File: src/rtl/serdes_cdr_pkg.sv
// Shared types and helpers for the CDR phase loop: FSM state, default widths,
// and the saturating add used by the frequency integrator.
package serdes_cdr_pkg;

    typedef enum logic {
        ACQUIRE = 1'b0,
        TRACK   = 1'b1
    } cdr_state_e;

    localparam int PHASE_W_DEF = 9;
    localparam int FREQ_W_DEF  = 12;

    // Symmetric clamp to +/-(2^(width-1)-1) so the integrator never wraps sign.
    function automatic int sat_add(input int acc, input int inc, input int width);
        int lim;
        int sum;
        lim = (1 << (width - 1)) - 1;
        sum = acc + inc;
        if (sum > lim)  return lim;
        if (sum < -lim) return -lim;
        return sum;
    endfunction

endpackage

File: src/rtl/bb_vote_window.sv
// Majority vote of bang-bang early/late samples over VOTE_LEN valid samples;
// emits a registered sign decision, suppressed when the window sums to zero.
module bb_vote_window
    import serdes_cdr_pkg::*;
#(
    parameter int VOTE_LEN = 16
) (
    input  logic              clk,
    input  logic              rst_n,
    input  logic              enable,
    input  logic              pd_valid,
    input  logic              early,
    input  logic              late,
    output logic              dec_valid,
    output logic signed [1:0] dec
);
    localparam int CNT_W = $clog2(VOTE_LEN);
    localparam int SUM_W = CNT_W + 2;

    logic [CNT_W-1:0]        cnt_q;
    logic signed [SUM_W-1:0] sum_q, sum_d, sample;
    logic                    dec_valid_q;
    logic signed [1:0]       dec_q;

    always_comb begin
        sample = '0;
        if (late && !early)
            sample = SUM_W'(1);
        else if (early && !late)
            sample = '1;
        sum_d = sum_q + sample;
    end

    always_ff @(posedge clk or negedge rst_n) begin
        if (!rst_n) begin
            cnt_q       <= '0;
            sum_q       <= '0;
            dec_valid_q <= 1'b0;
            dec_q       <= 2'sb00;
        end else begin
            dec_valid_q <= 1'b0;
            if (enable && pd_valid) begin
                if (cnt_q == CNT_W'(VOTE_LEN - 1)) begin
                    cnt_q       <= '0;
                    sum_q       <= '0;
                    dec_valid_q <= (sum_d != '0);
                    dec_q       <= sum_d[SUM_W-1] ? 2'sb11 : 2'sb01;
                end else begin
                    cnt_q <= cnt_q + 1'b1;
                    sum_q <= sum_d;
                end
            end
        end
    end

    assign dec_valid = dec_valid_q;
    assign dec       = dec_q;

endmodule

File: src/rtl/cdr_phase_controller.sv
// Closed-loop CDR filter: proportional + integral path on windowed bang-bang
// votes, producing a wrapping phase code for the phase interpolator.
module cdr_phase_controller
    import serdes_cdr_pkg::*;
#(
    parameter int PHASE_W  = PHASE_W_DEF,
    parameter int FREQ_W   = FREQ_W_DEF,
    parameter int VOTE_LEN = 16,
    parameter int KP_ACQ   = 8,
    parameter int KP_TRK   = 2,
    parameter int KI_SHIFT = 4,
    parameter int LOCK_CNT = 8
) (
    input  logic                     clk,
    input  logic                     rst_n,
    input  logic                     enable,
    input  logic                     pd_valid,
    input  logic                     early,
    input  logic                     late,
    output logic [PHASE_W-1:0]       phase_shift,
    output logic signed [FREQ_W-1:0] freq_word,
    output logic                     decision_valid,
    output logic                     locked
);
    localparam int CNT_W = $clog2(LOCK_CNT + 1);

    logic                     win_valid;
    logic signed [1:0]        win_dec;

    cdr_state_e               state_q;
    logic [PHASE_W-1:0]       phase_q, phase_d;
    logic signed [FREQ_W-1:0] freq_q, freq_d;
    logic signed [1:0]        prev_q;
    logic [CNT_W-1:0]         alt_q, alt_d, same_q, same_d;
    logic                     dv_q, locked_q;
    logic                     have_prev;
    int                       step;

    bb_vote_window #(.VOTE_LEN(VOTE_LEN)) u_vote (
        .clk       (clk),
        .rst_n     (rst_n),
        .enable    (enable),
        .pd_valid  (pd_valid),
        .early     (early),
        .late      (late),
        .dec_valid (win_valid),
        .dec       (win_dec)
    );

    // prev_q == 0 means no decision seen yet; the first decision neither
    // counts as a sign change nor as a repeat.
    always_comb begin
        have_prev = (prev_q != 2'sb00);
        freq_d    = FREQ_W'(sat_add(int'(freq_q), int'(win_dec), FREQ_W));
        step      = ((state_q == TRACK) ? KP_TRK : KP_ACQ) * int'(win_dec)
                    + int'(freq_d >>> KI_SHIFT);
        phase_d   = PHASE_W'(int'(phase_q) + step);

        if (have_prev && win_dec != prev_q)
            alt_d = (alt_q == CNT_W'(LOCK_CNT)) ? alt_q : alt_q + 1'b1;
        else
            alt_d = '0;

        if (have_prev && win_dec == prev_q)
            same_d = (same_q == CNT_W'(LOCK_CNT)) ? same_q : same_q + 1'b1;
        else
            same_d = CNT_W'(1);
    end

    always_ff @(posedge clk or negedge rst_n) begin
        if (!rst_n) begin
            state_q  <= ACQUIRE;
            phase_q  <= '0;
            freq_q   <= '0;
            prev_q   <= 2'sb00;
            alt_q    <= '0;
            same_q   <= '0;
            dv_q     <= 1'b0;
            locked_q <= 1'b0;
        end else if (win_valid) begin
            phase_q <= phase_d;
            freq_q  <= freq_d;
            prev_q  <= win_dec;
            alt_q   <= alt_d;
            same_q  <= same_d;
            dv_q    <= 1'b1;
            case (state_q)
                ACQUIRE: if (alt_d == CNT_W'(LOCK_CNT)) begin
                    state_q  <= TRACK;
                    locked_q <= 1'b1;
                    alt_q    <= '0;
                    same_q   <= '0;
                end
                TRACK: if (same_d == CNT_W'(LOCK_CNT)) begin
                    state_q  <= ACQUIRE;
                    locked_q <= 1'b0;
                    alt_q    <= '0;
                    same_q   <= '0;
                end
                default: state_q <= ACQUIRE;
            endcase
        end else begin
            dv_q <= 1'b0;
        end
    end

    assign phase_shift    = phase_q;
    assign freq_word      = freq_q;
    assign decision_valid = dv_q;
    assign locked         = locked_q;

endmodule
File: config.mk
export PLATFORM = sky130hd
export DESIGN_NAME = cdr_phase_controller
export DESIGN_NICKNAME = d
export VERILOG_FILES = /design/src/rtl/serdes_cdr_pkg.sv /design/src/rtl/bb_vote_window.sv /design/src/rtl/cdr_phase_controller.sv
export SDC_FILE = /design/constraint.sdc
export NUM_CORES = 1
export LEC_CHECK = 0
export ABC_AREA = 0
export BUFFER_PORTS_ARGS = -buffer_cell sky130_fd_sc_hd__buf_2
export CORE_ASPECT_RATIO = 2
export CORE_MARGIN = 2
export CORE_UTILIZATION = 55
export DETAILED_ROUTE_END_ITERATION = 10
export PLACE_DENSITY = 0.74
export SYNTH_ARGS = -nofsm -noshare
export SYNTH_HDL_FRONTEND = slang
export SYNTH_SLANG_ARGS = --single-unit
File: constraint.sdc
create_clock -name clk -period 6.4 [get_ports clk]
set_input_delay 0.64 -clock clk [delete_from_list [all_inputs] [get_ports clk]]
set_output_delay 0.64 -clock clk [all_outputs]
set_load 0.02 [all_outputs]
Yosys cells after proc, flatten, opt, wreduce, memory -nomap -nowiden

Index checks and enable logic that the tools add are counted.

Flip-flop bits (word level): 47
Bits of input ports: 6
Output and inout bits: 23
Word-level logic and storage cells: 75

$add $sub $neg: 7
$mul: 1
Order comparisons: 2
Equality and inequality tests: 9
Mux-type cells: 32
Bitwise logic cells: 1
Reductions and logical operators: 11

Operator list:

| cell                 | number |
|---|---|
| $mux 4               | 10 |
| $mux 12              | 3 |
| $eq 4x4->1 const B   | 5 |
| $mux 6               | 3 |
| $pmux 4 s2           | 2 |
| $add 12x2->13        | 1 |
| $gt 13x12->1 const B | 1 |
| $lt 13x12->1 const B | 1 |
| $add 4x1->4 const B  | 3 |
| $mux 11              | 1 |
| $mux 1               | 10 |
| $add 7x8->9          | 1 |
| $add 9x9->9          | 1 |
| $mul 5x2->7          | 1 |
| $add 6x6->6          | 1 |
| $reduce_bool 6->1    | 1 |
| $logic_and 1x1->1    | 5 |
| $pmux 1 s2           | 2 |
| $reduce_and 3->1     | 1 |
| $eq 2x2->1           | 1 |
| $logic_not 1->1      | 2 |
| $mux 2               | 1 |
| $ne 2x1->1 const B   | 1 |
| $ne 2x2->1           | 1 |
| 4 further kinds      | 4 |

Longest topological paths before layout

Gate-level depths: netlist (run 1).

Word-level depth: 8
Mapped depth: 22
Gate-level depth less buffers: 21

By module

From an unflattened synthesis (run 1), not the netlist that was laid out.

Cell total of the unflattened synthesis: 407
Area total of the unflattened synthesis: 3927.5 sq um

By module, submodules not included:

| module               | times used | cells an instance | area each (sq um) | sequential area each (sq um) |
|---|---|---|---|---|
| cdr_phase_controller | 1          | 315               | 3040.4            | 850.8 |
| bb_vote_window       | 1          | 92                | 887.1             | 325.3 |

Worst setup path after synthesis (run 1)

No wires, ideal clock.

Path kind: register to register
From: register u_vote.dec_q[1] (netlist: u_vote.dec[1])
To: register phase_q[8] (netlist: phase_shift[8])
Setup time: 0.128 ns
Data arrival time: 4.728 ns
Data required time: 6.272 ns
Slack: 1.544 ns
Cell stages (with the launch flop): 22
Path buffers: 1
Clock period less this slack: 4.856 ns
Cells stage by stage: dfrtp_1 inv_1 fa_1 nand2b_2 a211oi_2 o41ai_2 a221oi_4 and2_2 buf_4 o21ai_2 fa_1 inv_1 ha_1 inv_1 fa_1 nor2b_1 o2111ai_1 nand4_1 o211ai_1 xnor3_1 nand2_1 xnor2_1

Cells in the longest elaborated chain, start to end: 8
Elaborated cells on any way between the ends: 13
Classes of those cells: add/sub (3); mul (1); order compare (2); mux (7)

RTL lines:

| item                                                | RTL line                                   | RTL |
|---|---|---|
| start, declared                                     | bb_vote_window.sv:23                       | `logic signed [1:0] dec_q;` |
| start signal, assigned                              | bb_vote_window.sv:47                       | `dec_q <= sum_d[SUM_W-1] ? 2'sb11 : 2'sb01;` |
| $add 12x2->13                                       | serdes_cdr_pkg.sv:18                       | `sum = acc + inc;` |
| $gt 13x12->1 / $lt 13x12->1 (equally long branches) | serdes_cdr_pkg.sv:19, serdes_cdr_pkg.sv:20 |  |
| $mux 11 / $mux 1 (equally long branches)            | serdes_cdr_pkg.sv:19, serdes_cdr_pkg.sv:20 |  |
| $mux 12 / $mux 1 (equally long branches)            | serdes_cdr_pkg.sv:20                       | `if (sum < -lim) return -lim;` |
| $mux 12                                             | serdes_cdr_pkg.sv:21                       | `return sum;` |
| $mux 12                                             | serdes_cdr_pkg.sv:20                       |  |
| $add 7x8->9 *                                       | cdr_phase_controller.sv:56                 | `+ int'(freq_d >>> KI_SHIFT);` |
| $add 9x9->9 *                                       | cdr_phase_controller.sv:57                 | `phase_d = PHASE_W'(int'(phase_q) + step);` |
| end signal, assigned                                | cdr_phase_controller.sv:81                 | `phase_q <= phase_d;` |
| end, declared                                       | cdr_phase_controller.sv:31                 | `logic [PHASE_W-1:0] phase_q, phase_d;` |

Every way passes the cells marked *; elsewhere a longest branch is shown, timed or not. The select of a mux whose other input is x is not followed.
A chain may end at the register's enable or synchronous reset.

Final worst setup path (run 1)

Ends and elaborated chain as after synthesis.

==> results by group, run 1 <==
Routing
  • Antenna-violating nets left: 0
  • Vias: 2976
  • Drt drc: 0
  • Total wire length: 8.22 mm
  • Vias per cell: 5.73
  • Routed len/inst: 15.8 um
  • Iteration count of the initial detailed-routing pass: 4
  • Initial DRC Count: 120

Layout
  • Most common cell after layout, fill and taps aside: dfrtp_1
  • Proportion of layout cells with a drive suffix above 1: 13.7%
  • Util after Layout: 62.5%
  • Number of fill cells: 564
  • Most frequent cells in the layout: dfrtp_1 (47), inv_1 (44), nand2_1 (37), ha_1 (37), buf_2 (28)
  • Design area: 0.00410 mm^2
  • P&R area growth vs syn: 11.0%
  • Layout Cells excl Fill: 519
  • Final #Nets: 485
  • Ant. Diodes: 0

Timing
  • Setup TNS: 0 ns
  • Post-layout minimum cycle time: 5.34 ns
  • Hold WS: 0.487 ns
  • Peak Freq: 187 MHz
  • Actual slew at the worst max-slew pin: 1.08 ns
  • Count of final setup violators: 0
  • Fin Clk Skew: 0.00610 ns
  • Final hold vios: 0
  • RSZ-0062 raised after global routing: no
  • Final Cycle Share: 83.5%
  • Fin. max-slew vios: 0
  • Relative max-transition margin: 28.1%
  • Setup slack after layout: 1.06 ns

Die
  • Die Wd: 62.0 um
  • Die Ht: 120 um
  • Core Region: 0.00657 mm^2
  • Std-Cell Rows: 42
  • Starting Density: 56.3%
  • I/O pins: 29
  • Die footprint: 0.00743 mm^2

CTS
  • Root Driver: clkbuf_16
  • Worst-skew pair later-pin latency: 0.30 ns
  • Cts hold-fix bufs: 0
  • Clock-pin slew on the worst setup and hold paths: 0.07 ns
  • TritonCTS clock tree: yes
  • Post-CTS Setup Bufs: 0
  • Number of H-tree levels: 2
  • Count of cells resized by post-cts repair: 0
  • Cts bufs inserted: 5
  • Clk buf depth: 2
  • Clk sinks: 47

Yosys
  • Post-synthesis average cell area: 9.24 um^2
  • Cell Area, Synth: 0.00370 mm^2
  • Cell variety after synth: 61
  • Post-synth EDFFs: 0
  • Syn Nets: 455
  • Synth Warn #: 0
  • Synth async-reset ratio: 100%
  • Sequential share of the synthesized area: 31.8%
  • Top FF cell, synth: dfrtp_1
  • #FFs+latches synth: 47
  • Cells after Synth: 400

Setup path
  • Arr. time, crit path: 5.56 ns
  • Worst path required time: 6.62 ns
  • CP Max Fanout: 17
  • Kind of critical path: reg -> reg
  • CP Launch Type: flop
  • CP Capture Type: flop

Power and ir drop
  • PD cells: 329 mW/mm^2
  • Internal: 0.806 mW
  • Total power: 1.35 mW
  • Logic gate share of total power: 47.2%
  • Sw Share: 40.3%
  • Net Sw Power: 0.544 mW
  • Leakage: 2.08 nW
  • Maximum VDD drop: 0.274 mV
  • Clk network pwr share: 23.1%
  • Sequential share of power: 29.6%

GRT
  • Initial antenna violation count: 0
  • GRT Total Usage: 24.1%
  • GRT Residual Overflow: 0
  • Largest net degree at the start of global routing: 50
  • First-pass GRT wire length: 13.4 mm
  • Vias in the first global route: 3087

Placed design
  • RD Place Congestion: 0.845
  • Post-placement cell area: 0.00393 mm^2
  • Final HPWL from detailed placement: 6.42 mm
  • Placed cells: 511
  • PortBufs: 28
  • Dpl ws: 1.08 ns

Flow run
  • Max-cap violations: 0

Outcome
  • Status: completed

Hold path
  • Hold crit path type: reg -> reg
==> final cells by class <==
| type | count | area (um^2) | area share [%] |
|---|---|---|---|
| clock inverter | 3 | 47.5 | 1.16 |
| inverter | 44 | 165 | 4.03 |
| sequential | 47 | 1180 | 28.7 |
| multi-input combinational | 302 | 2320 | 56.6 |
| tap | 88 | 110 | 2.68 |
| timing repair buffer | 30 | 155 | 3.78 |
| clock buffer | 5 | 125 | 3.05 |
==> registers in the layout, summed over array words and instances (netlist names) <==
| name | flops |
|---|---|
| alt_q | 4 |
| decision_valid | 1 |
| freq_word | 12 |
| locked | 1 |
| phase_shift | 9 |
| prev_q | 2 |
| same_q | 4 |
| state_q | 1 |
| u_vote.cnt_q | 4 |
| u_vote.dec | 2 |
| u_vote.dec_valid | 1 |
| u_vote.sum_q | 6 |
==> power by group through the flow <==
stage	clock [mW]	combinational, mW	sequential, mW
floorplan	0	0.474	0.409
global placement	0	0.621	0.401
detailed placement	0	0.639	0.404
CTS	0.315	0.642	0.400
global route	0.326	0.710	0.406
finish	0.312	0.638	0.400
==> synthesized netlist by cell type (2+ instances only) <==
library cell	number	area share (%)
nand2b_1	4	0.68
xor2_1	6	1.4
nor3_1	8	1.1
nor2_1	27	2.7
mux2i_1	4	1.1
a22oi_1	2	0.41
or2_2	2	0.34
o21ai_0	24	3.2
nand2_1	37	3.8
o21a_1	4	0.81
a21boi_0	4	0.81
o21ai_1	2	0.27
nand3b_1	4	0.81
o22ai_1	12	2.0
mux2_2	10	3.0
nand4_1	3	0.51
o211ai_1	3	0.61
and2_1	2	0.34
o211a_1	2	0.54
xnor2_1	15	3.6
and3_1	2	0.34
nand4b_1	2	0.47
or3_1	2	0.34
clkbuf_1	4	0.41
dfrtp_1	47	32
nor2b_1	4	0.68
a22o_1	2	0.47
nand3_1	11	1.5
a211o_1	2	0.47
fa_1	12	6.5
ha_1	37	13
a21oi_1	19	2.6
a211oi_2	2	0.68
a21o_1	8	1.6
a31oi_1	2	0.34
inv_1	44	4.5
==> worst max-delay path: stages, from the launching register on <==
cell and delay [ns]:
dfrtp_1 0.77, inv_1 0.21, fa_1 0.49, nand2b_2 0.22, a211oi_2 0.26, o41ai_2 0.14
a221oi_4 0.44, and2_2 0.35, o21ai_2 0.10, fa_1 0.46, inv_1 0.07, ha_1 0.17
inv_1 0.06, fa_1 0.39, nor2b_1 0.17, o2111ai_1 0.15, nand4_1 0.11, o211ai_1 0.14
xnor3_1 0.35, nand2_1 0.09, xnor2_1 0.11
==> worst paths after layout <==
check                                            start  slack [ns]  depth (start not counted)                     endpoint
max in group asynchronous                        rst_n        5.19                          1     decision_valid$_DFF_PN0_
min                        u_vote.sum_q[2]$_DFFE_PN0P_        0.49                          2  u_vote.sum_q[2]$_DFFE_PN0P_
max reg2reg                  u_vote.dec[1]$_DFFE_PN0P_        1.06                         20   phase_shift[8]$_DFFE_PN0P_
min reg2reg                u_vote.sum_q[2]$_DFFE_PN0P_        0.49                          2  u_vote.sum_q[2]$_DFFE_PN0P_
min in group asynchronous                        rst_n        0.54                          1        same_q[1]$_DFFE_PN0P_
max                          u_vote.dec[1]$_DFFE_PN0P_        1.06                         20   phase_shift[8]$_DFFE_PN0P_
==> cells by family (layout without fill, tap and decap cells) <==
group / after synthesis / after routing / synth area share [%]
fa+ha+maj: 50 / 50 / 19.3
xor+xnor: 22 / 22 / 5.59
compound gates: 99 / 99 / 18.1
flops: 47 / 47 / 31.8
simple gates: 117 / 117 / 15.8
buf+inv: 51 / 82 / 5.31
mux: 14 / 14 / 4.13
==> per-layer routing <==
layer  vias to the layer above  share of wire [%]  global-route usage, %
li1                       1471                  -                      -
met1                      1449                 37                   24.0
met2                        36                 57                   44.5
met3                        20                2.3                   4.31
met4                         0                3.6                   10.8
met5                         -                  0                      0
Power figures use the tool's default switching activity.
==> run 2, diff against run 1 <==
- PLACE_DENSITY: 0.74 -> 0.77
- clock period: 6.4 -> 4.3 ns (I/O delays scaled with it)
==> results by group, run 2 (synthesis gave the netlist of run 1 again) <==
CTS
  • Worst-skew pair later-pin latency: 0.30 ns
  • Number of H-tree levels: 2
  • Clk buf depth: 2
  • Clock-pin slew on the worst setup and hold paths: 0.07 ns
  • Root Driver: clkbuf_16
  • Clk sinks: 47
  • TritonCTS clock tree: yes
  • Cts bufs inserted: 5

Die
  • I/O pins: 29
  • Starting Density: 56.3%
  • Die Wd: 62.0 um
  • Std-Cell Rows: 42
  • Die footprint: 0.00743 mm^2
  • Core Region: 0.00657 mm^2
  • Die Ht: 120 um

Layout
  • Layout Cells excl Fill: 546
  • Max reg flops: 12
  • Final #Nets: 512
  • Design area: 0.00458 mm^2
  • P&R area growth vs syn: 23.8%
  • Most common cell after layout, fill and taps aside: dfrtp_1
  • Ant. Diodes: 0
  • Proportion of layout cells with a drive suffix above 1: 26.6%
  • Most frequent cells in the layout: dfrtp_1 (45), inv_1 (37), nand2_1 (37)

Routing
  • Antenna-violating nets left: 0
  • Vias: 3166
  • Routed len/inst: 16.8 um
  • Total wire length: 9.17 mm
  • Initial DRC Count: 148
  • Vias per cell: 5.80
  • Iteration count of the initial detailed-routing pass: 4
  • Drt drc: 0

Timing
  • Fin Clk Skew: 0.00616 ns
  • Peak Freq: 228 MHz
  • Post-layout minimum cycle time: 4.39 ns
  • Hold WS: 0.317 ns
  • Final hold vios: 0
  • Actual slew at the worst max-slew pin: 1.06 ns
  • RSZ-0062 raised after global routing: yes
  • Setup slack after layout: -0.0894 ns
  • Relative max-transition margin: 29.3%
  • Count of final setup violators: 1
  • Final Cycle Share: 102%
  • Fin. max-slew vios: 0

Setup path
  • Worst path required time: 4.48 ns
  • Slowest CP cell: dfrtp_2
  • CP Max Fanout: 8
  • CP Capture Type: flop
  • Kind of critical path: reg -> reg
  • Arr. time, crit path: 4.57 ns
  • CP peak stage delay: 0.51 ns
  • Crit path cell chain: buf_12 > ha_1 > or3_4 > buf_4 > nor3_2 > a211oi_4 > maj3_1 > inv_1 > fa_2 > inv_2 > ha_4 > inv_2 > fa_2 > nor2b_2 > o2111ai_2 > nand4_1 > o211ai_1 > xnor3_1 > nand2_1 > xnor2_1
  • CP Launch Type: flop

Power and ir drop
  • PD cells: 510 mW/mm^2
  • Leakage: 2.22 nW
  • Total power: 2.33 mW
  • Internal: 1.41 mW
  • Net Sw Power: 0.918 mW
  • Sw Share: 39.3%
  • Logic gate share of total power: 52.8%
  • Sequential share of power: 25.4%
  • Clk network pwr share: 21.8%
  • Maximum VDD drop: 0.458 mV

GRT
  • Vias in the first global route: 3326
  • Initial antenna violation count: 0
  • Largest net degree at the start of global routing: 48
  • GRT Residual Overflow: 0
  • First-pass GRT wire length: 14.9 mm
  • GRT Total Usage: 26.7%

Placed design
  • Placed cells: 527
  • RD Place Congestion: 0.912
  • Final HPWL from detailed placement: 6.71 mm
  • Post-placement cell area: 0.00410 mm^2
  • Dpl ws: -0.0973 ns
  • PortBufs: 28

Outcome
  • Status: finished, violations left
  • Failing checks: negative setup slack

Flow run
  • Max-cap violations: 0

Hold path
  • Hold crit path type: in -> async
run 2: cell types whose count changed in the layout (fill, tap and decap cells not counted), moves of 3 or more:
| cell | delta |
|---|---|
| fa_2 | +3 |
| inv_2 | +7 |
| ha_4 | +8 |
| ha_1 | -10 |
| buf_4 | +25 |
| nor2_1 | -5 |
| nor2_2 | +3 |
| fa_1 | -3 |
| inv_1 | -7 |
run 2: area by class of cell:
type	count	area, um^2
timing repair buffer	57	383
fill	496	1990
clock inverter	3	67.6
inverter	44	165
sequential	47	1180
tap	88	110
multi-input combinational	302	2550
clock buffer	5	125
run 2: power groups by stage:
stage / sequential, mW / clock [mW] / combinational, mW
final: 0.593 / 0.507 / 1.23
after global routing: 0.602 / 0.528 / 1.36
after CTS: 0.593 / 0.511 / 1.11
after floorplan: 0.612 / 0 / 0.726
after detailed placement: 0.598 / 0 / 1.04
after global placement: 0.594 / 0 / 1.00
run 2: worst max-delay path, delay by kind of cell, from the launching register on:
family          cells  cell delay [ns]
xor+xnor            2             0.36
compound gates      3             0.38
simple gates        5             0.97
fa+ha+maj           5             1.51
flops               1             0.51
buf+inv             5             0.55
run 2: repair_timing:
item,in CTS,in global routing
pin swaps,8,21
gates resized for setup,21,20
hold buffers,0,0
buffers inserted,3,8
endpoints found under the setup margin,4,5
run 2: path summary, 6_finish.rpt:
check | depth (start not counted) | endpoint | start | slack [ns]
worst max-delay path | 20 | phase_shift[8]$_DFFE_PN0P_ | u_vote.dec[1]$_DFFE_PN0P_ | -0.09
worst min-delay path | 1 | alt_q[0]$_DFFE_PN0P_ | rst_n | 0.32
worst max register to register | 20 | phase_shift[8]$_DFFE_PN0P_ | u_vote.dec[1]$_DFFE_PN0P_ | -0.09
worst min register to register | 1 | phase_shift[8]$_DFFE_PN0P_ | phase_shift[8]$_DFFE_PN0P_ | 0.48
max in group asynchronous | 1 | u_vote.dec[1]$_DFFE_PN0P_ | rst_n | 3.26
min in group clk | 1 | phase_shift[8]$_DFFE_PN0P_ | phase_shift[8]$_DFFE_PN0P_ | 0.48
run 2: per-stage QoR:
step                      setup TNS, ns  utilization [%]
after floorplan                 -0.0252                -
final                           -0.0894             69.7
after global routing             -0.535             69.7
after CTS                             0             67.5
after global placement          -0.0163             62.4
after detailed placement         -0.193             62.4
run 2: routing by layer:
layer  share of wire, %  track usage, %
met4                5.4            14.5
met2                 57            47.8
met5                  0               0
met3                2.7            4.20
met1                 35            27.4
